## config.mk

```make
export PLATFORM = sky130hd
export DESIGN_NAME = aes_dec_round_sequencer_flat
export DESIGN_NICKNAME = d
export VERILOG_FILES = /design/src/rtl/aes_dec_round_sequencer_if.sv /design/src/rtl/aes_dec_round_sequencer.sv /design/src/flat_wrapper.sv
export SDC_FILE = /design/constraint.sdc
export NUM_CORES = 1
export LEC_CHECK = 0
export ABC_AREA = 1
export ABC_CLOCK_PERIOD_IN_PS = 19500
export BUFFER_PORTS_ARGS = -buffer_cell sky130_fd_sc_hd__buf_4
export CORE_AREA = 2 2 305 307
export DETAILED_ROUTE_END_ITERATION = 8
export DIE_AREA = 0 0 307 309
export GPL_TIMING_DRIVEN = 0
export RECOVER_POWER = 100
export SLEW_MARGIN = 25
export SYNTH_ARGS = -nofsm -noshare
export SYNTH_HDL_FRONTEND = slang
export SYNTH_SLANG_ARGS = --single-unit
```

## constraint.sdc

```tcl
create_clock -name clk -period 19.5 [get_ports clk]
set_input_delay 3.9 -clock clk [delete_from_list [all_inputs] [get_ports clk]]
set_output_delay 3.9 -clock clk [all_outputs]
set_load 0.01 [all_outputs]
```

## src/rtl/aes_dec_round_sequencer_if.sv

```systemverilog
// Handshake and datapath bundle between the AES decryption round sequencer
// and its environment (request source, round datapaths, plaintext consumer).
interface aes_dec_round_sequencer_if #(
  parameter int DATA_W = 128,
  parameter int CNT_W  = 6
);
  logic              in_valid;
  logic              in_ready;
  logic [DATA_W-1:0] in_data;
  logic [1:0]        key_len;
  logic [DATA_W-1:0] dec_in;
  logic [CNT_W-1:0]  dec_counter;
  logic [DATA_W-1:0] dec_out_128;
  logic [DATA_W-1:0] dec_out_192;
  logic [DATA_W-1:0] dec_out_256;
  logic              out_valid;
  logic              out_ready;
  logic [DATA_W-1:0] out_data;
  logic              busy;
  logic              err;

  // Environment side: request source, round datapaths and consumer.
  modport master (
    output in_valid, in_data, key_len, dec_out_128, dec_out_192, dec_out_256, out_ready,
    input  in_ready, dec_in, dec_counter, out_valid, out_data, busy, err
  );

  // Sequencer side.
  modport slave (
    input  in_valid, in_data, key_len, dec_out_128, dec_out_192, dec_out_256, out_ready,
    output in_ready, dec_in, dec_counter, out_valid, out_data, busy, err
  );
endinterface

```

## src/rtl/aes_dec_round_sequencer.sv

```systemverilog
// Control sequencer for the iterative AES decryption round datapaths.
// Optional abort input enabled by defining AES_DEC_ABORT_EN.
module aes_dec_round_sequencer #(
  parameter int DATA_W = 128,
  parameter int CNT_W  = 6
) (
  input logic clk,
  input logic rst,
`ifdef AES_DEC_ABORT_EN
  input logic abort,
`endif
  aes_dec_round_sequencer_if.slave bus
);

  localparam logic [1:0] ST_IDLE  = 2'd0;
  localparam logic [1:0] ST_ROUND = 2'd1;
  localparam logic [1:0] ST_HOLD  = 2'd2;

  logic [1:0]        state_reg;
  logic [CNT_W-1:0]  counter_reg;
  logic [DATA_W-1:0] dec_in_reg;
  logic [DATA_W-1:0] out_data_reg;
  logic              out_valid_reg;
  logic              err_reg;
  logic [4:0]        nr_reg;
  logic [1:0]        sel_reg;

  logic              key_ok;
  logic              abort_hit;
  logic [4:0]        nr_next;
  logic [CNT_W-1:0]  last_cnt;
  logic [DATA_W-1:0] sel_out;

`ifdef AES_DEC_ABORT_EN
  assign abort_hit = abort;
`else
  assign abort_hit = 1'b0;
`endif

  assign key_ok   = (bus.key_len != 2'd3);
  assign last_cnt = CNT_W'({nr_reg, 1'b0}) - CNT_W'(1);

  always_comb begin
    nr_next = 5'd14;
    case (bus.key_len)
      2'd0:    nr_next = 5'd10;
      2'd1:    nr_next = 5'd12;
      default: nr_next = 5'd14;
    endcase
  end

  always_comb begin
    sel_out = bus.dec_out_256;
    case (sel_reg)
      2'd0:    sel_out = bus.dec_out_128;
      2'd1:    sel_out = bus.dec_out_192;
      default: sel_out = bus.dec_out_256;
    endcase
  end

  always_ff @(posedge clk or posedge rst) begin
    if (rst) begin
      state_reg     <= ST_IDLE;
      counter_reg   <= '0;
      dec_in_reg    <= '0;
      out_data_reg  <= '0;
      out_valid_reg <= 1'b0;
      err_reg       <= 1'b0;
      nr_reg        <= 5'd10;
      sel_reg       <= 2'd0;
    end else begin
      err_reg <= 1'b0;
      // Abort wins over everything, including a request offered in IDLE.
      if (abort_hit) begin
        state_reg     <= ST_IDLE;
        counter_reg   <= '0;
        out_valid_reg <= 1'b0;
      end else begin
        case (state_reg)
          ST_IDLE: begin
            if (bus.in_valid) begin
              if (key_ok) begin
                dec_in_reg  <= bus.in_data;
                sel_reg     <= bus.key_len;
                nr_reg      <= nr_next;
                counter_reg <= CNT_W'(nr_next);
                state_reg   <= ST_ROUND;
              end else begin
                err_reg <= 1'b1;
              end
            end
          end
          ST_ROUND: begin
            // Counter runs Nr .. 2*Nr-1; the last value always leaves ROUND.
            if (counter_reg >= last_cnt) begin
              out_data_reg  <= sel_out;
              out_valid_reg <= 1'b1;
              counter_reg   <= '0;
              state_reg     <= ST_HOLD;
            end else begin
              counter_reg <= counter_reg + CNT_W'(1);
            end
          end
          ST_HOLD: begin
            if (bus.out_ready) begin
              out_valid_reg <= 1'b0;
              state_reg     <= ST_IDLE;
            end
          end
          default: begin
            state_reg     <= ST_IDLE;
            counter_reg   <= '0;
            out_valid_reg <= 1'b0;
          end
        endcase
      end
    end
  end

  assign bus.in_ready    = (state_reg == ST_IDLE);
  assign bus.busy        = (state_reg == ST_ROUND);
  assign bus.dec_in      = dec_in_reg;
  assign bus.dec_counter = counter_reg;
  assign bus.out_valid   = out_valid_reg;
  assign bus.out_data    = out_data_reg;
  assign bus.err         = err_reg;

endmodule

```

## src/flat_wrapper.sv

```systemverilog
// flat-port wrapper written by rule: the top's interface ports become plain ports
module aes_dec_round_sequencer_flat 
#(
  parameter int DATA_W = 128,
  parameter int CNT_W  = 6
)
  (clk, rst, bus_in_valid, bus_in_data, bus_key_len, bus_dec_out_128, bus_dec_out_192, bus_dec_out_256, bus_out_ready, bus_in_ready, bus_dec_in, bus_dec_counter, bus_out_valid, bus_out_data, bus_busy, bus_err);
  aes_dec_round_sequencer_if #(.DATA_W(DATA_W), .CNT_W(CNT_W)) bus_i ();
  input logic clk;
  input logic rst;
  input wire logic [$bits(bus_i.in_valid)-1:0] bus_in_valid;
  input wire logic [$bits(bus_i.in_data)-1:0] bus_in_data;
  input wire logic [$bits(bus_i.key_len)-1:0] bus_key_len;
  input wire logic [$bits(bus_i.dec_out_128)-1:0] bus_dec_out_128;
  input wire logic [$bits(bus_i.dec_out_192)-1:0] bus_dec_out_192;
  input wire logic [$bits(bus_i.dec_out_256)-1:0] bus_dec_out_256;
  input wire logic [$bits(bus_i.out_ready)-1:0] bus_out_ready;
  output wire logic [$bits(bus_i.in_ready)-1:0] bus_in_ready;
  output wire logic [$bits(bus_i.dec_in)-1:0] bus_dec_in;
  output wire logic [$bits(bus_i.dec_counter)-1:0] bus_dec_counter;
  output wire logic [$bits(bus_i.out_valid)-1:0] bus_out_valid;
  output wire logic [$bits(bus_i.out_data)-1:0] bus_out_data;
  output wire logic [$bits(bus_i.busy)-1:0] bus_busy;
  output wire logic [$bits(bus_i.err)-1:0] bus_err;
  assign bus_i.in_valid = bus_in_valid;
  assign bus_i.in_data = bus_in_data;
  assign bus_i.key_len = bus_key_len;
  assign bus_i.dec_out_128 = bus_dec_out_128;
  assign bus_i.dec_out_192 = bus_dec_out_192;
  assign bus_i.dec_out_256 = bus_dec_out_256;
  assign bus_i.out_ready = bus_out_ready;
  assign bus_in_ready = bus_i.in_ready;
  assign bus_dec_in = bus_i.dec_in;
  assign bus_dec_counter = bus_i.dec_counter;
  assign bus_out_valid = bus_i.out_valid;
  assign bus_out_data = bus_i.out_data;
  assign bus_busy = bus_i.busy;
  assign bus_err = bus_i.err;
  aes_dec_round_sequencer #(.DATA_W(DATA_W), .CNT_W(CNT_W)) u_core (.clk(clk), .rst(rst), .bus(bus_i));
endmodule
```

## Word level (Yosys, flattened, before mapping)

Cells that the tools add are included.

- Flip-flop bits (word level): 273
- Bits of input ports: 518
- Output and inout bits: 266
- Word-level logic and storage cells: 47

- $add $sub $neg: 2
- Order comparisons: 1
- Equality and inequality tests: 9
- Multiplexer cells: 17
- Bitwise gates (word level): 2
- Reductions and logical operators: 8

Operators with widths:

| cell | count |
|---|---|
| $pmux 128 s2 | 1 |
| $mux 6 | 3 |
| $pmux 6 s3 | 1 |
| $reduce_and 3->1 | 3 |
| $mux 2 | 4 |
| $add 6x1->6 const B | 1 |
| $eq 2x1->1 const B | 3 |
| $ge 6x6->1 | 1 |
| $logic_not 2->1 | 3 |
| $ne 2x2->1 const B | 3 |
| $pmux 2 s3 | 1 |
| $pmux 3 s2 | 1 |
| $sub 6x1->6 const B | 1 |
| $mux 1 | 5 |
| $ne 2x1->1 const B | 2 |
| $reduce_and 4->1 | 1 |
| $pmux 1 s3 | 1 |
| $eq 2x2->1 const B | 1 |
| $not 1->1 | 2 |
| $reduce_and 2->1 | 1 |

## Logic depth before layout (Yosys ltp)

Gate-level depths: netlist of the first run.

- Depth in word-level cells: 5
- Depth in mapped cells: 13
- Mapped depth without buffers: 10

## Worst setup path before layout of the first run

OpenSTA, ideal clock, no wires.

- Path kind: input port to flip-flop
- Start: input port bus_key_len[0]
- End: register u_core.dec_in_reg[0] (netlist: u_core.bus.dec_in[0])
- Library setup time: 0.117 ns
- Data arrival time: 4.726 ns
- Required time: 19.383 ns
- Setup slack: 14.657 ns
- Stages: 8
- Path buffers: 2
- Cell sequence: nand2_1 nand2_1 nor2_2 inv_2 clkbuf_1 buf_2 nand2_1 nand2_1

- Cells in the longest elaborated chain, start to end: 2

RTL lines:

| item | RTL line | RTL |
|---|---|---|
| start: declaration | flat_wrapper.sv:13 | `input wire logic [$bits(bus_i.key_len)-1:0] bus_key_len;` |
| $ne 2x2->1 | aes_dec_round_sequencer.sv:40 | `assign key_ok = (bus.key_len != 2'd3);` |
| $reduce_and 3->1 (no line) | n/a |  |
| end signal: assignment | aes_dec_round_sequencer.sv:83 | `dec_in_reg <= bus.in_data;` |
| end: declaration | aes_dec_round_sequencer.sv:21 | `logic [DATA_W-1:0] dec_in_reg;` |

No other way between the ends.
A chain may end at the register's enable or synchronous reset.

==> qor.yml, run 1 <==
critical_path:
  required_ns: 19.01
  end_kind: "async pin"
  critPathKind: "primary input to async pin"
  r2r_end: "u_core.bus.dec_in[67]"
  reg2reg_depth: 7
  arrival_ns: 8.20
  reg2reg_from: "u_core.state_reg[1]"
  setup.worst_path.start_class: "primary input"
  cp_max_fo: 84
  r2r_setup_slack_ns: 16.54
layout:
  synthToLayoutAreaGrowth_pct: 61.6
  fin_nets: 2960
  fill_cells: 10400
  drive_gt1_share_pct: 26.0
power_and_ir_drop:
  power.leakage_nw: 10.3
  p_per_area_mw_per_mm2: 157
  ir_drop_mv: 0.0587
sta:
  fin_hold_ws_ns: 0.464
  period_share_pct: 44.6
  setup_viol_count_final: 0
  max_freq_mhz: 115
  hold_viol: 0
  fin_tns_setup_ns: 0
  post-route-min-period_ns: 8.69
  finClkSkew_ns: 0.0126
  tightest_slew_ns: 4.87
  drv_slew: 167
  rsz0062_at_grt: "no"
  max_slew_margin_pct: -225
  setup_ws_ns: 10.81
clock_tree:
  cts_root_buf: "clkbuf_16"
  htree_levels: 2
  post-cts-setup-buffers: 0
  clk_pin_slew_ns: 0.06
  clock-sinks: 270
  hold_buffers: 0
  cts_inserted_buffers: 36
  clkLatencyLatePin_ns: 0.56
  cts_tree: "yes"
  cts_resized: 0
  clock_path_buffers: 3
die:
  core-area_mm2: 0.0914
  io_pins: 784
  die_h_um: 309
  die_area_mm2: 0.0949
  die_x_um: 307
  start_util_pct: 13.7
  fp-row-count: 111
yosys:
  synthArstFlopShare_pct: 100
  syn_inst: 1610
  syn_area_mm2: 0.0125
  ys.flop_type: "dfrtp_1"
  netlist.area_leader.share_pct: 53.8
  ys_types: 26
  syn-num-nets: 2133
  yosys.area.top_type: "dfrtp_1"
  synth-edff-count: 0
  ys_seq_area_share_pct: 54.0
  synth.area.top_cells: "dfrtp_1 (54%), nand2_1 (28%), a21oi_1 (5.2%)"
  yosys_warnings: 0
  syn_avg_cell_area_um2: 7.77
  ys_ff_latch: 270
global_route:
  grt_max_degree: 85
  antenna_found_initial: 9
  globalRouteTotalUtil_pct: 13.2
  grt_pass1_wl_mm: 91.7
  overflow: 0
  grt_pass1_vias: 13600
worst_hold_path:
  hold_depth: 2
  min_from: "u_core.bus.dec_in[22]"
  hold_path_class: "flop to flop"
  min_to: "u_core.bus.dec_in[22]"
route:
  wl_mm: 66.2
  vias: 13800
  final_antenna_net_count: 0
  drt_first_pass_iters: 7
  drtIter0Drc: 838
  post_drt_via_cell_ratio: 3.79
  drc: 0
  wl_per_cell_um: 18.1
status:
  status: "finished with violations"
  failed_checks: "capacitance limit, slew limit"
placement:
  routabilityCongestion: 0.933
  pre_cts_ws_ns: 13.71
  dp_hpwl_mm: 53.9
  io_buffer_count: 783
flow_run:
  drv_cap: 2
kinds of logic after synthesis:
family / Yosys count / share of synthesized area [%]
AO/OA/AOI/OAI: 264 / 10.8
adder cells (fa/ha/maj): 5 / 0.500
flip-flops: 270 / 54.0
buffers and inverters: 112 / 5.47
AND/OR/NAND/NOR: 959 / 29.2
power breakdown:
| part | internal, mW | total (mW) | switching, mW |
|---|---|---|---|
| registers | 0.830 | 0.982 | 0.153 |
| logic | 0.490 | 1.48 | 0.994 |
| clock network | 0.422 | 0.706 | 0.283 |
through the flow:
stage | util [%] | area (um^2) | instances | total power [mW]
final | 22.1 | 20200 | 3650 | 3.17
after detailed placement | 21.9 | 20000 | 3585 | 2.75
after floorplan | - | 12500 | 1610 | 1.79
after CTS | 23.3 | 21300 | 3648 | 3.48
after global routing | 22.1 | 20200 | 3649 | 3.43
after global placement | 21.7 | 19900 | 3579 | 2.72
Yosys cell counts, types with 7 or more instances:
cell type	count
dfrtp_1	269
o21ai_2	8
o21ai_0	21
clkbuf_2	7
buf_2	34
clkbuf_1	38
nand2_1	929
inv_1	12
a21oi_1	129
nor2_1	13
buf_12	11
o21ai_1	105
metal layers:
metal / up-vias / part of all wire, % / GRT usage, %
met5: - / 0 / 0
met3: 120 / 9.3 / 4.43
met1: 6397 / 40 / 16.0
met4: 0 / 4.3 / 5.64
li1: 6731 / - / -
met2: 571 / 46 / 21.3
area by class of cell:
cell class / count / area (um^2) / share of cell area [%]
well taps: 1186 / 1480 / 7.34
diodes: 2 / 5.00 / 0.0248
repair buffers: 789 / 4970 / 24.6
clock inverters: 15 / 216 / 1.07
flip-flops and latches: 270 / 6760 / 33.4
inverters: 14 / 53.8 / 0.266
plain buffers: 98 / 621 / 3.07
multi-input cells: 1228 / 5060 / 25.0
clock buffers: 48 / 1050 / 5.17
cell usage in the layout (no fill, tap or decap), drive strengths merged:
master,netlist,routed
a21oi,129,129
buf,53,537
bufinv,0,3
clkbuf,45,398
clkinv,0,6
clkinvlp,0,4
dfrtp,269,269
dfstp,1,1
diode,0,2
ha,5,5
inv,14,16
nand2,931,931
nand3,5,5
nand3b,2,2
nand4,3,3
nor2,17,17
o21ai,134,134
o22ai,1,1
or2,1,1
critical path, stage by stage:
cell and delay (ns):
clkbuf_4 0.11, clkinvlp_2 0.61, clkbuf_1 3.36
worst max path at each step:
stage,startpoint,to,slack (ns)
final,rst,u_core.bus.out_data[57],10.81
after detailed placement,bus_key_len[0],u_core.bus.dec_in[66],13.71
after global placement,rst,u_core.bus.out_data[89],4.12
after CTS,u_core.state_reg[1],bus_busy,13.95
after floorplan,rst,u_core.bus.dec_counter[0],8.16
after global routing,rst,u_core.bus.out_data[57],9.73
Note: power is estimated with default switching activity, not from simulation.
==> inputs of run 2 (changes only) <==
Settings changed: ABC_CLOCK_PERIOD_IN_PS 19500 to 7200, CORE_AREA 2 2 305 307 to 2 2 308 310, DIE_AREA 0 0 307 309 to 0 0 310 312.
Clock period 19.5 ns to 7.2 ns, I/O delays scaled along.
==> qor.yml, run 2 (synthesis results as in run 1) <==
clock_tree:
  clk_pin_slew_ns: 0.06  # about the same
  clock_path_buffers: 3  # unchanged
  cts_root_buf: "clkbuf_16"
  post-cts-setup-buffers: 0  # unchanged
  clkLatencyLatePin_ns: 0.55  # about the same
  htree_levels: 2  # unchanged
  cts_inserted_buffers: 36  # unchanged
  hold_buffers: 0  # unchanged
  cts_resized: 0  # unchanged
  clock-sinks: 270  # unchanged
  cts_tree: "yes"
layout:
  synthToLayoutAreaGrowth_pct: 60.3
  fill_cells: 10700  # +2.5%
  final_cell_count_no_fill: 3721  # +1.9%
  design_area_mm2: 0.0201  # -0.81%
  final_common_cell: "nand2_1"
  fin_nets: 2965  # +0.17%
  regArea_mm2: 0.00676  # unchanged
  fin_util_pct: 21.6  # -0.57 points
  drive_gt1_share_pct: 25.0  # -1.0 points
  layout_common_cells: "nand2_1 (930), buf_4 (516), clkbuf_1 (338), dfrtp_1 (269), a21oi_1 (129)"
  multi_input_area_mm2: 0.00503  # -0.59%
critical_path:
  setup.worst_path.start_class: "primary input"
  end_kind: "async pin"
  cp_max_fo: 30  # -64%
  arrival_ns: 5.20  # -3.00 ns
  critPathKind: "primary input to async pin"
  required_ns: 7.94  # -11.07 ns
sta:
  setup_ws_ns: 2.74  # -8.07 ns
  post-route-min-period_ns: 4.46
  finClkSkew_ns: 0.0138  # +0.00116 ns
  fin_hold_ws_ns: 0.467  # +0.00213 ns
  max_freq_mhz: 224
  tightest_slew_ns: 1.58  # -3.29 ns
  max_slew_margin_pct: -5.48  # +220 points
  drv_slew: 76  # -54%
  fin_tns_setup_ns: 0  # unchanged
  hold_viol: 0  # unchanged
  rsz0062_at_grt: "no"
  period_share_pct: 62.0
  setup_viol_count_final: 0  # unchanged
route:
  drc: 0  # unchanged
  wl_mm: 66.1  # -0.10%
  vias: 13900  # +0.71%
  post_drt_via_cell_ratio: 3.74  # -1.2%
  wl_per_cell_um: 17.8  # -2.0%
  final_antenna_net_count: 0  # unchanged
  drtIter0Drc: 927  # +11%
  drt_first_pass_iters: 5  # -2
global_route:
  antenna_found_initial: 6  # -3
  grtUsageMet3_pct: 3.44  # -0.99 points
  grt_max_degree: 31  # -64%
  grt_use_met1_pct: 16.2  # +0.13 points
  overflow: 0  # unchanged
  grt_util_met2_pct: 21.5  # +0.19 points
  grt_pass1_wl_mm: 92.8  # +1.3%
  grt_pass1_vias: 13800  # +1.5%
  globalRouteTotalUtil_pct: 13.1  # -0.16 points
  busiest_layer: "met2"
power_and_ir_drop:
  total_power_mw: 8.38  # +160%
  power.leakage_nw: 10.2  # -1.2%
  p_per_area_mw_per_mm2: 418  # +170%
  ir_drop_mv: 0.194  # +230%
placement:
  dp.cells: 3658  # +2.0%
  io_buffer_count: 783  # unchanged
  pre_cts_ws_ns: 3.94  # -9.76 ns
  place_area_mm2: 0.0202  # +0.84%
  routabilityCongestion: 0.912  # -2.3%
  dp_hpwl_mm: 53.8  # about the same
die:
  die_h_um: 312  # +0.97%
  core-area_mm2: 0.0930  # +1.8%
  die_x_um: 310  # +0.98%
  start_util_pct: 13.4  # -0.24 points
  io_pins: 784  # unchanged
  die_area_mm2: 0.0967  # +2.0%
  fp-row-count: 112  # +0.90%
status:
  status: "finished with violations"
  failed_checks: "capacitance limit, slew limit"
flow_run:
  drv_cap: 3  # +1
worst_hold_path:
  hold_path_class: "flop to flop"
[run 2: cell count changes in the layout (fill, tap and decap cells not counted), moves of 2 or more]
cell,delta
buf_12,-8
o21ai_1,+14
buf_4,+24
o21ai_2,-6
clkbuf_8,-5
clkbuf_4,-22
clkinv_2,-2
inv_16,-2
o21ai_0,-8
clkinvlp_4,-2
clkbuf_1,+19
clkbuf_2,+3
buf_6,-3
[run 2: layout make-up]
type	instances	area share, %
multi-input cells	1228	25.1
well taps	1254	7.82
clock inverters	11	0.880
plain buffers	98	2.05
clock buffers	49	4.99
inverters	14	0.268
repair buffers	794	25.2
diodes	3	0.0374
flip-flops and latches	270	33.7
[run 2: report_power, final]
part | leakage (nW) | internal, mW | switching, mW | total (mW)
Combinational | 6.27 | 1.21 | 2.66 | 3.86
Clock | 0.573 | 1.11 | 0.735 | 1.85
Sequential | 3.35 | 2.25 | 0.421 | 2.67
[run 2: path summary, 6_finish.rpt]
path / endpoint / cells past startpoint / slack, ns / startpoint
worst max register to register: u_core.bus.out_data[110] / 13 / 2.79 / u_core.nr_reg[1]
max in group clk: u_core.bus.out_data[110] / 13 / 2.79 / u_core.nr_reg[1]
worst max-delay path: u_core.bus.dec_in[31] / 7 / 2.74 / rst
min in group asynchronous: u_core.bus.out_data[104] / 2 / 0.97 / rst
worst min-delay path: u_core.bus.dec_in[48] / 2 / 0.47 / u_core.bus.dec_in[48]
worst min register to register: u_core.bus.dec_in[48] / 2 / 0.47 / u_core.bus.dec_in[48]
[run 2: critical path: stages]
cell and delay (ns):
clkbuf_4 0.11, clkinvlp_2 0.41, clkbuf_1 1.18, clkbuf_1 1.22, buf_12 0.31, buf_12 0.23
buf_12 0.22
[run 2: metal layers]
metal	wire (um)	part of all wire, %
met5	7	0.011
met4	2430	3.7
met3	5050	7.6
met2	31000	47
met1	27700	42
==> inputs of run 3 (changes only) <==
Settings changed: ABC_CLOCK_PERIOD_IN_PS 7200 to 4500, CORE_AREA 2 2 308 310 to 2 2 303 305, DIE_AREA 0 0 310 312 to 0 0 305 307.
Clock period 7.2 ns to 4.5 ns, I/O delays scaled along.
==> qor.yml, run 3 (synthesis results as in run 1) <==
critical_path:
  arrival_ns: 3.83  # -1.37 ns
  critPathKind: "flop to flop"
  cp_max_fo: 10  # -67%
  setup.worst_path.start_class: "flop"
  end_kind: "flop"
  required_ns: 4.96  # -2.98 ns
  r2r_setup_slack_ns: 1.13  # -1.66 ns
  reg2reg_depth: 13  # unchanged
  r2r_end: "u_core.bus.out_data[84]"
  reg2reg_from: "u_core.nr_reg[1]"
  critPathLaunch: "u_core.nr_reg[1]"
layout:
  final_common_cell: "nand2_1"
  layout_common_cells: "nand2_1 (930), buf_4 (517), clkbuf_1 (326), dfrtp_1 (269), a21oi_1 (129)"
  fin_util_pct: 22.3  # +0.74 points
  drive_gt1_share_pct: 25.5  # +0.49 points
  fin_nets: 2964  # -0.034%
  synthToLayoutAreaGrowth_pct: 61.5
global_route:
  grtUsageMet3_pct: 3.89  # +0.46 points
  antenna_found_initial: 6  # unchanged
  grt_pass1_vias: 13700  # -0.97%
  grt_use_met1_pct: 17.2  # +0.98 points
  grt_pass1_wl_mm: 90.7  # -2.3%
  grt_max_degree: 30  # -3.2%
  overflow: 0  # unchanged
  busiest_layer: "met2"
  globalRouteTotalUtil_pct: 13.1  # +0.031 points
  grt_util_met2_pct: 20.5  # -1.1 points
clock_tree:
  clk_pin_slew_ns: 0.06  # about the same
  clkLatencyLatePin_ns: 0.56  # about the same
  post-cts-setup-buffers: 0  # unchanged
  clock-sinks: 270  # unchanged
  htree_levels: 2  # unchanged
  cts_root_buf: "clkbuf_16"
  cts_inserted_buffers: 36  # unchanged
  clock_path_buffers: 3  # unchanged
  hold_buffers: 0  # unchanged
  cts_resized: 0  # unchanged
  cts_tree: "yes"
worst_hold_path:
  hold_depth: 2  # unchanged
  hold_path_class: "flop to flop"
  min_from: "u_core.bus.dec_in[71]"
  min_to: "u_core.bus.dec_in[71]"
sta:
  tightest_slew_ns: 1.70  # +0.120 ns
  setup_viol_count_final: 0  # unchanged
  post-route-min-period_ns: 3.37
  fin_hold_ws_ns: 0.465  # -0.00198 ns
  period_share_pct: 74.9
  setup_ws_ns: 1.13  # -1.61 ns
  fin_tns_setup_ns: 0  # unchanged
  rsz0062_at_grt: "no"
  drv_slew: 52  # -32%
  hold_viol: 0  # unchanged
  finClkSkew_ns: 0.0217  # +0.00793 ns
  max_freq_mhz: 297
  max_slew_margin_pct: -13.5  # -8.0 points
route:
  drt_first_pass_iters: 5  # unchanged
  drc: 0  # unchanged
  vias: 13900  # +0.029%
  wl_mm: 64.3  # -2.8%
  final_antenna_net_count: 0  # unchanged
  post_drt_via_cell_ratio: 3.81  # +1.8%
  wl_per_cell_um: 17.6  # -1.1%
  drtIter0Drc: 958  # +3.3%
status:
  status: "finished with violations"
  failed_checks: "capacitance limit, slew limit"
placement:
  io_buffer_count: 783  # unchanged
  dp_hpwl_mm: 52.4  # -2.6%
  pre_cts_ws_ns: 1.61  # -2.33 ns
  routabilityCongestion: 0.928  # +1.8%
power_and_ir_drop:
  p_per_area_mw_per_mm2: 676  # +62%
  power.leakage_nw: 10.3  # +1.2%
  ir_drop_mv: 0.306  # +58%
  total_power_mw: 13.7  # +63%
die:
  die_h_um: 307  # -1.6%
  core-area_mm2: 0.0907  # -2.5%
  die_x_um: 305  # -1.6%
  die_area_mm2: 0.0936  # -3.2%
  io_pins: 784  # unchanged
  fp-row-count: 111  # -0.89%
  start_util_pct: 13.8  # +0.35 points
flow_run:
  drv_cap: 2  # -1
run 3: worst max-delay path by stage:
stage	endpoint	slack (ns)	depth (start not counted)
4_1_cts	u_core.bus.out_data[58]	1.60	6
3_5_place_dp	u_core.bus.out_data[58]	1.61	6
6_report	u_core.bus.out_data[84]	1.13	13
5_1_grt	u_core.bus.out_data[72]	0.80	13
2_1_floorplan	u_core.bus.dec_counter[0]	0.03	1
3_3_place_gp	u_core.bus.out_data[10]	-2.11	2
run 3: through the flow:
stage          std cells  cell area, um^2
3_5_place_dp        3589            20100
3_3_place_gp        3579            19900
6_report            3657            20200
5_1_grt             3654            20200
4_1_cts             3654            21400
2_1_floorplan       1610            12500
run 3: power breakdown:
part	internal, mW	total (mW)	switching (mW)
sequential	3.59	4.26	0.671
clock	1.96	3.16	1.20
combinational	1.99	6.23	4.24
total	7.54	13.7	6.11
run 3: layout make-up:
class                   instances  area [um^2]
clock buffers                  49         1060
inverters                      14         53.8
plain buffers                  98          522
well taps                    1186         1480
flip-flops and latches        270         6760
diodes                          3         7.51
multi-input cells            1228         5020
repair buffers                793         5060
fillers                     10300        70500
clock inverters                16          248
run 3: worst max-delay path: stages (launching register included):
cell and delay [ns]:
dfstp_1 0.52, inv_1 0.06, ha_1 0.29, ha_1 0.29, nand2_1 0.08, nor2_1 0.04, nor2_1 0.28, nand2_4 0.08
nand2_1 0.41, buf_6 0.30, buf_12 0.22, clkbuf_1 0.46, nand2_1 0.10, o21ai_0 0.10
run 3: routing by layer:
| layer | wire length [um] | vias up |
|---|---|---|
| met3 | 5600 | 89 |
| met1 | 27700 | 6476 |
| li1 | - | 6744 |
| met2 | 29100 | 610 |
| met5 | 13 | - |
| met4 | 1910 | 2 |
